[src/rtl/snake_head_stepper_pkg.sv]
// Shared types and defaults for the snake head stepper: direction and FSM state
// enums, default grid size, and the direction priority helper.
package snake_pkg;

    typedef enum logic [2:0] {
        DIR_NONE,
        DIR_UP,
        DIR_DOWN,
        DIR_LEFT,
        DIR_RIGHT
    } dir_t;

    typedef enum logic [1:0] {
        S_IDLE,
        S_RUN,
        S_DEAD
    } state_t;

    localparam int GRID_W_DEF = 32;
    localparam int GRID_H_DEF = 24;

    // Several flags may be high at once; vertical moves take precedence.
    function automatic dir_t pick_dir(
        input logic up,
        input logic down,
        input logic left,
        input logic right
    );
        dir_t dir;
        dir = DIR_NONE;
        if (up) begin
            dir = DIR_UP;
        end else if (down) begin
            dir = DIR_DOWN;
        end else if (left) begin
            dir = DIR_LEFT;
        end else if (right) begin
            dir = DIR_RIGHT;
        end
        return dir;
    endfunction

endpackage

[src/rtl/snake_head_stepper_move_tick_gen.sv]
// Move pacing counter: emits a one-cycle tick every TICK_CYCLES enabled cycles,
// and sits at zero whenever it is disabled or cleared.
module move_tick_gen #(
    parameter int TICK_CYCLES = 12500000
) (
    input  logic clk,
    input  logic reset,
    input  logic enable,
    input  logic clear,
    output logic tick
);

    localparam int CNT_W = $clog2(TICK_CYCLES);
    localparam logic [CNT_W-1:0] LAST = CNT_W'(TICK_CYCLES - 1);

    logic [CNT_W-1:0] count_q;
    logic [CNT_W-1:0] count_d;

    always_comb begin
        tick    = 1'b0;
        count_d = count_q;
        if (!enable || clear) begin
            count_d = '0;
        end else if (count_q == LAST) begin
            count_d = '0;
            tick    = 1'b1;
        end else begin
            count_d = count_q + 1'b1;
        end
    end

    always_ff @(posedge clk or negedge reset) begin
        if (!reset) begin
            count_q <= '0;
        end else begin
            count_q <= count_d;
        end
    end

endmodule

[src/rtl/snake_head_stepper.sv]
// Snake head stepper: turns held direction flags into paced grid moves with wall
// detection. Define WRAP_EN to wrap at the grid edges instead of dying.
module snake_head_stepper
    import snake_pkg::*;
#(
    parameter int TICK_CYCLES = 12500000,
    parameter int GRID_W      = GRID_W_DEF,
    parameter int GRID_H      = GRID_H_DEF,
    parameter int X_W         = 5,
    parameter int Y_W         = 5,
    parameter int START_X     = 16,
    parameter int START_Y     = 12
) (
    input  logic           clk,
    input  logic           reset,
    input  logic           stage,
    input  logic           Up,
    input  logic           Down,
    input  logic           Right,
    input  logic           Left,
    output logic [X_W-1:0] head_x,
    output logic [Y_W-1:0] head_y,
    output logic           step,
    output logic           collision,
    output logic           running
);

    localparam logic [X_W-1:0] X_MAX   = X_W'(GRID_W - 1);
    localparam logic [Y_W-1:0] Y_MAX   = Y_W'(GRID_H - 1);
    localparam logic [X_W-1:0] X_START = X_W'(START_X);
    localparam logic [Y_W-1:0] Y_START = Y_W'(START_Y);

    state_t         state_q, state_d;
    logic [X_W-1:0] head_x_q, head_x_d;
    logic [Y_W-1:0] head_y_q, head_y_d;
    logic           step_q, step_d;
    logic           tick;
    logic           any_dir;
    logic           tick_enable;
    logic           tick_clear;

    assign any_dir     = Up | Down | Left | Right;
    assign tick_enable = (state_q == S_RUN);
    // Clearing on a falling stage also swallows a tick landing on that cycle.
    assign tick_clear  = ~stage;

    move_tick_gen #(
        .TICK_CYCLES(TICK_CYCLES)
    ) u_tick (
        .clk   (clk),
        .reset (reset),
        .enable(tick_enable),
        .clear (tick_clear),
        .tick  (tick)
    );

    always_comb begin
        state_d  = state_q;
        head_x_d = head_x_q;
        head_y_d = head_y_q;
        step_d   = 1'b0;
        case (state_q)
            S_IDLE: begin
                head_x_d = X_START;
                head_y_d = Y_START;
                if (stage && any_dir) begin
                    state_d = S_RUN;
                end
            end
            S_RUN: begin
                if (!stage) begin
                    state_d  = S_IDLE;
                    head_x_d = X_START;
                    head_y_d = Y_START;
                end else if (tick) begin
                    // Edge checks happen before any arithmetic so nothing underflows.
                    case (pick_dir(Up, Down, Left, Right))
                        DIR_UP: begin
                            if (head_y_q == '0) begin
`ifdef WRAP_EN
                                head_y_d = Y_MAX;
                                step_d   = 1'b1;
`else
                                state_d  = S_DEAD;
`endif
                            end else begin
                                head_y_d = head_y_q - 1'b1;
                                step_d   = 1'b1;
                            end
                        end
                        DIR_DOWN: begin
                            if (head_y_q >= Y_MAX) begin
`ifdef WRAP_EN
                                head_y_d = '0;
                                step_d   = 1'b1;
`else
                                state_d  = S_DEAD;
`endif
                            end else begin
                                head_y_d = head_y_q + 1'b1;
                                step_d   = 1'b1;
                            end
                        end
                        DIR_LEFT: begin
                            if (head_x_q == '0) begin
`ifdef WRAP_EN
                                head_x_d = X_MAX;
                                step_d   = 1'b1;
`else
                                state_d  = S_DEAD;
`endif
                            end else begin
                                head_x_d = head_x_q - 1'b1;
                                step_d   = 1'b1;
                            end
                        end
                        DIR_RIGHT: begin
                            if (head_x_q >= X_MAX) begin
`ifdef WRAP_EN
                                head_x_d = '0;
                                step_d   = 1'b1;
`else
                                state_d  = S_DEAD;
`endif
                            end else begin
                                head_x_d = head_x_q + 1'b1;
                                step_d   = 1'b1;
                            end
                        end
                        default: begin
                        end
                    endcase
                end
            end
            S_DEAD: begin
                if (!stage) begin
                    state_d  = S_IDLE;
                    head_x_d = X_START;
                    head_y_d = Y_START;
                end
            end
            default: begin
                state_d = S_IDLE;
            end
        endcase
    end

    always_ff @(posedge clk or negedge reset) begin
        if (!reset) begin
            state_q  <= S_IDLE;
            head_x_q <= X_START;
            head_y_q <= Y_START;
            step_q   <= 1'b0;
        end else begin
            state_q  <= state_d;
            head_x_q <= head_x_d;
            head_y_q <= head_y_d;
            step_q   <= step_d;
        end
    end

    assign head_x  = head_x_q;
    assign head_y  = head_y_q;
    assign step    = step_q;
    assign running = (state_q == S_RUN);
`ifdef WRAP_EN
    assign collision = 1'b0;
`else
    assign collision = (state_q == S_DEAD);
`endif

endmodule

[config.mk]
export PLATFORM = sky130hd
export DESIGN_NAME = snake_head_stepper
export DESIGN_NICKNAME = d
export VERILOG_FILES = /design/src/rtl/snake_head_stepper_pkg.sv /design/src/rtl/snake_head_stepper_move_tick_gen.sv /design/src/rtl/snake_head_stepper.sv
export SDC_FILE = /design/constraint.sdc
export NUM_CORES = 1
export LEC_CHECK = 0
export ABC_AREA = 0
export CORE_MARGIN = 10
export CORE_UTILIZATION = 55
export CTS_CLUSTER_SIZE = 40
export DETAILED_ROUTE_END_ITERATION = 8
export DONT_BUFFER_PORTS = 1
export GPL_ROUTABILITY_DRIVEN = 1
export GPL_TIMING_DRIVEN = 0
export PLACE_DENSITY = 0.79
export SLEW_MARGIN = 40
export SYNTH_ARGS = -nofsm -noshare
export SYNTH_HDL_FRONTEND = slang
export SYNTH_SLANG_ARGS = --single-unit
[constraint.sdc]
create_clock -name clk -period 4.9 [get_ports clk]
set_clock_uncertainty 0.05 [all_clocks]
set_input_delay 0.245 -clock clk [delete_from_list [all_inputs] [get_ports clk]]
set_output_delay 0.245 -clock clk [all_outputs]
set_load 0.05 [all_outputs]
=== Word-level counts from Yosys, hierarchy flattened ===
Cells that the tools add are included.
W data, S select, Z words.

* Logic and storage cells: 90
* Input bits: 7
* Register bits after elaboration: 37
* Output and inout bits: 13

* Eq/ne operators: 21
* Bitwise logic cells: 4
* Add/sub/neg operators: 5
* Reduce and logical (&&, ||, !) cells: 10
* Mux-type cells: 43
* Order comparisons: 2

{| class="wikitable"
|+ Operators with widths
! operator !! number
|-
| $mux W5 || 10
|-
| $mux W24 || 2
|-
| $ne A4 B4 Y1 const B || 10
|-
| $pmux W5 S3 || 2
|-
| $add A24 B1 Y24 const B || 1
|-
| $eq A24 B24 Y1 const B || 1
|-
| $mux W3 || 7
|-
| $pmux W5 S2 || 2
|-
| $mux W2 || 8
|-
| $reduce_and A6 Y1 || 2
|-
| $add A5 B1 Y5 const B || 2
|-
| $ge A5 B5 Y1 const B || 2
|-
| $logic_not A5 Y1 || 2
|-
| $sub A5 B1 Y5 const B || 2
|-
| $mux W1 || 9
|-
| $pmux W2 S4 || 1
|-
| $reduce_and A8 Y1 || 1
|-
| $eq A3 B2 Y1 const B || 2
|-
| $ne A6 B6 Y1 const B || 1
|-
| $pmux W2 S3 || 1
|-
| $ne A2 B2 Y1 const B || 2
|-
| $pmux W1 S4 || 1
|-
| $eq A3 B1 Y1 const B || 1
|-
| $eq A3 B3 Y1 const B || 1
|-
| 10 further kinds || 12
|}

=== Depth between registers and ports, before layout ===
* Depth in word-level cells: 12
* Gate-level depth with buffers: 7
* Depth with buffers taken out: 7

=== Hierarchy ===
A second synthesis with hierarchy kept.

* Cell total of the unflattened synthesis: 230
* Area, all modules: 2180.8 µm²

{| class="wikitable"
|+ Modules (own cells, without submodules)
! module !! sequential area each (µm²) !! times used !! cells an instance !! area each (µm²)
|-
| move_tick_gen || 600.6 || 1 || 134 || 1263.7
|-
| snake_head_stepper || 329.1 || 1 || 96 || 917.1
|}

=== Worst setup path before layout ===
Ideal clock, no wire load.

* Path type: flip-flop to flip-flop
* Start point: register head_x_q[2] (netlist: head_x[2])
* End point: register head_x_q[0] (netlist: head_x[0])
* Buffers on the path: 0
* Arrival: 2.004 ns
* Period minus slack after synthesis: 2.179 ns
* Stages on the path, launching flop included: 6
* Library setup time: 0.125 ns
* Slack: 2.721 ns
* Cells stage by stage: dfrtp_1 > or4_1 > o211ai_1 > a211oi_4 > and2_2 > mux2_4

* Cells in the longest elaborated chain, start to end: 3
* Elaborated cells between the ends (all ways): 5
* Those cells by class: 1 x order compare; 2 x eq/ne; 2 x reduce/logical

{| class="wikitable"
|+ Ends and longest elaborated chain
! item !! line !! source
|-
| from (decl) || snake_head_stepper.sv:34 || <nowiki>logic [X_W-1:0] head_x_q, head_x_d;</nowiki>
|-
| from (signal assigned) || snake_head_stepper.sv:151 || <nowiki>head_x_q <= X_START;</nowiki>
|-
| from (signal assigned) || snake_head_stepper.sv:156 || <nowiki>head_x_q <= head_x_d;</nowiki>
|-
| $ge A5 B5 Y1 / $logic_not A5 Y1 (equally long branches) || snake_head_stepper.sv:118, snake_head_stepper.sv:105 ||
|-
| $ne A4 B4 Y1 (no line) || n/a ||
|-
| $reduce_and A6 Y1 (no line) (*) || n/a ||
|}

Every way passes the cells marked *; elsewhere a longest branch is shown, timed or not.
A chain may end at the register's enable or synchronous reset.

=== Worst setup path in the final report ===
Same ends and word-level chain as after synthesis.

==> flow_summary.rst <==
.. list-table::
   :header-rows: 1

   * - Metric
     - Value
   * - Status
     - finished, final reports clean
   * - Most used flip-flop cell after synthesis
     - sky130_fd_sc_hd__dfrtp_1
   * - Kind of end point of the critical path
     - register
   * - Total CTS buffers
     - 5
   * - Synthesized instance count
     - 213
   * - Share of the core filled with cells
     - 0.632
   * - DR DRC count
     - 0
   * - MaxCap Viol Count
     - 0
   * - Wire length of the first global-routing pass
     - 7410 um
   * - Leakage power of the design
     - 0.925 nW
   * - Layout Area Growth over Synthesis
     - 9.89%
   * - Total overflow reported by the global router
     - 0
   * - Fillcell total
     - 313
   * - Pwr Total
     - 0.615 mW
   * - HPWL after detailed placement
     - 3110 um
   * - Share of power burned in the clock network
     - 0.444
   * - Startpoint kind of the worst setup timing path
     - register
   * - Fin Hold WS
     - between 0.03 and 0.04 ns
   * - Synthesized net count
     - 230
   * - Number of hold violations in the final report
     - 0
   * - Antenna Nets Post-Route
     - 0
   * - Htree depth
     - 2
   * - Post-placement worst setup slack
     - 2.60 ns
   * - Worst slew margin relative to its limit
     - 0.552
   * - Clock transition at the registers of the reported paths
     - roughly 0.070 ns
   * - Commonest cells in the synthesized netlist
     - 34 x sky130_fd_sc_hd__dfrtp_1, 31 x sky130_fd_sc_hd__nor2_1, 19 x sky130_fd_sc_hd__xnor2_1
   * - Num rows
     - 22
   * - Starting Density
     - 0.575
   * - Internal Dissipation
     - 0.485 mW
   * - Cell area after placement
     - 2200 um2
   * - Post-synthesis instance area
     - 2140 um2
   * - CTS tree
     - yes
   * - Die Wd
     - just over 80 um
   * - Number of antenna violations at the first check in global routing
     - 0
   * - Overall via count from detail_route
     - between 1,500 and 2,000
   * - CTS Sinks
     - 37
   * - Most area-hungry cell type in the Yosys netlist
     - sky130_fd_sc_hd__dfrtp_1
   * - Die H
     - between 80 and 90 um
   * - Final total negative setup slack
     - 0 ns
   * - Syn_area_per_cell
     - 10.0 um2
   * - Total Die Area
     - 6780 um2
   * - Timing-limited maximum frequency
     - 435 MHz
   * - Period utilisation layout
     - 0.469
   * - Actual transition at the worst max-transition pin
     - approximately 0.67 ns
   * - Number of global-route vias before repair
     - 1,647
   * - Type of the most critical hold path
     - primary input to register
   * - Peak supply drop
     - around 0.00014 V
   * - Count of yosys warnings during synthesis
     - 0
   * - Setup slack after layout
     - between 2 and 3 ns
   * - Number of placed cells counting well taps
     - roughly 260
   * - Tot GR Track Use
     - 0.139
   * - Drt via density
     - 5.83
   * - Area of the multi-input gates
     - 1160 um2
   * - Routed len/inst
     - about 16 um
   * - Sw Ratio
     - 0.212
   * - Distinct cell type count after synthesis
     - 44
   * - Share of flip-flops with an asynchronous set or reset
     - 1.00
   * - CP Data Arrival Time
     - around 2.4 ns
   * - Register Area
     - between 900 and 1000 um2
   * - Clock network latency to the later pin of the worst-skew pair
     - between 0.2 and 0.3 ns
   * - Final #Nets
     - 239
   * - Root buffer selected by CTS
     - sky130_fd_sc_hd__clkbuf_8
   * - Fraction of synthesized cell area taken by the top area cell type
     - 0.398
   * - Register area share after synthesis
     - 0.435
   * - Maximum buffer depth of the clock tree
     - 2
   * - Final number of setup-violating endpoints
     - 0
   * - Hold_buf cts
     - 2
   * - Layout cell share with drive strength beyond 1
     - 0.108
   * - Finished Cell Area
     - around 2300 um2
   * - FF+latch count, synth
     - 37
   * - Unrepaired setup endpoints after global routing
     - false
   * - Power Density
     - about 260 nW/um2
   * - Detailed Routing Iterations Pass 1
     - 4
   * - Floorplan Core Area
     - 3720 um2
   * - Flop pwr share
     - 0.501
   * - Leading post-synthesis cells by cell area
     - sky130_fd_sc_hd__dfrtp_1 40%, sky130_fd_sc_hd__xnor2_1 7.8%, sky130_fd_sc_hd__nor2_1 5.4%
   * - Final critical delay including setup and external delays
     - ~2.3 ns
   * - WP data required
     - between 5 and 6 ns
   * - Initial drt markers
     - 76
   * - Power dissipated by switching net loads
     - roughly 0.13 mW
   * - Pin count of the biggest net entering global routing
     - 38
   * - Number of synthesized flops with an enable pin
     - 0
   * - CP Max Fanout
     - 6
   * - Post-CTS resize count
     - 0
   * - Most used standard cell by instance count after synthesis
     - sky130_fd_sc_hd__dfrtp_1
   * - Share of total power in combinational logic
     - 0.056
   * - Antenna diode count
     - 0
   * - Count of buffers added by post-CTS timing repair for setup
     - 0
   * - Ports
     - 20
   * - Number of I/O port buffers
     - 0
   * - Critical path type
     - register to register
   * - Count of final max-slew check failures
     - 0
   * - GPL Wtd Cong
     - 0.805
   * - Total wire length
     - about 4200 um
   * - Post-Layout Cell Count
     - between 200 and 300
==> critical path, cell delays in order, from the launching register on <==
cell                       delay [ns]
sky130_fd_sc_hd__dfrtp_1         0.62
sky130_fd_sc_hd__or4_1           0.60
sky130_fd_sc_hd__o211ai_1        0.30
sky130_fd_sc_hd__a211oi_4        0.12
sky130_fd_sc_hd__and2_2          0.24
sky130_fd_sc_hd__mux2_4          0.27
==> layout make-up <==
type / instances / share of cell area
flip-flops and latches: 37 / 0.396
multi-input cells: 167 / 0.495
repair buffers: 2 / 0.0128
plain buffers: 4 / 0.0133
inverters: 5 / 0.00799
clock buffers: 7 / 0.0368
well taps: 48 / 0.0256
clock inverters: 1 / 0.0128
==> path summary, 6_finish.rpt <==
| check | start | slack, ns | cells past startpoint | end |
|---|---|---|---|---|
| min in group asynchronous | reset | 0.38 | 2 | u_tick.count_q[9] |
| min | stage | 0.04 | 1 | state_q[1] |
| min reg2reg | u_tick.count_q[0] | 0.44 | 1 | u_tick.count_q[0] |
| max in group asynchronous | reset | 4.16 | 2 | head_y[3] |
| max reg2reg | head_x[2] | 2.60 | 5 | head_x[0] |
| max | head_x[2] | 2.60 | 5 | head_x[0] |
==> state kept, by name, summed over array words and instances, names as in the netlist <==
signal          flops
u_tick.count_q     24
head_x              5
head_y              5
state_q             2
step                1
==> cells in the final DEF, fill, tap and decap left out, drive strengths merged, types with 5 or more instances in the layout <==
| cell type | instances |
|---|---|
| and4 | 6 |
| xor2 | 9 |
| inv | 5 |
| nand3 | 9 |
| dfrtp | 34 |
| ha | 8 |
| nor4 | 6 |
| nand2 | 15 |
| nor2 | 31 |
| clkbuf | 9 |
| nand4 | 9 |
| nor3 | 8 |
| xnor2 | 19 |
==> routing by layer <==
metal	vias to the layer above	wire length, um	global-route usage
li1	775	-	-
met1	764	1870	0.165
met2	33	1980	0.222
met3	7	273	0.0410
met4	0	89	0.0765
met5	-	0	0
==> power by group through the flow <==
stage | Clock, mW | Sequential, mW | Combinational (mW)
finish | 0.273 | 0.308 | 0.0342
global route | 0.295 | 0.308 | 0.0385
CTS | 0.280 | 0.308 | 0.0351
detailed placement | 0 | 0.314 | 0.0262
global placement | 0 | 0.314 | 0.0253
floorplan | 0 | 0.314 | 0.0215
==> cells by family (layout without fill, tap and decap cells) <==
group,Yosys count,after routing,synth area share
XOR/XNOR,28,28,0.115
AND/OR/NAND/NOR,101,101,0.249
AO/OA/AOI/OAI,26,26,0.100
multiplexers,2,2,0.0117
buffers and inverters,9,19,0.0234
flip-flops,37,37,0.435
adder cells (fa/ha/maj),10,10,0.0656
Note: power is estimated with default switching activity, not from simulation.
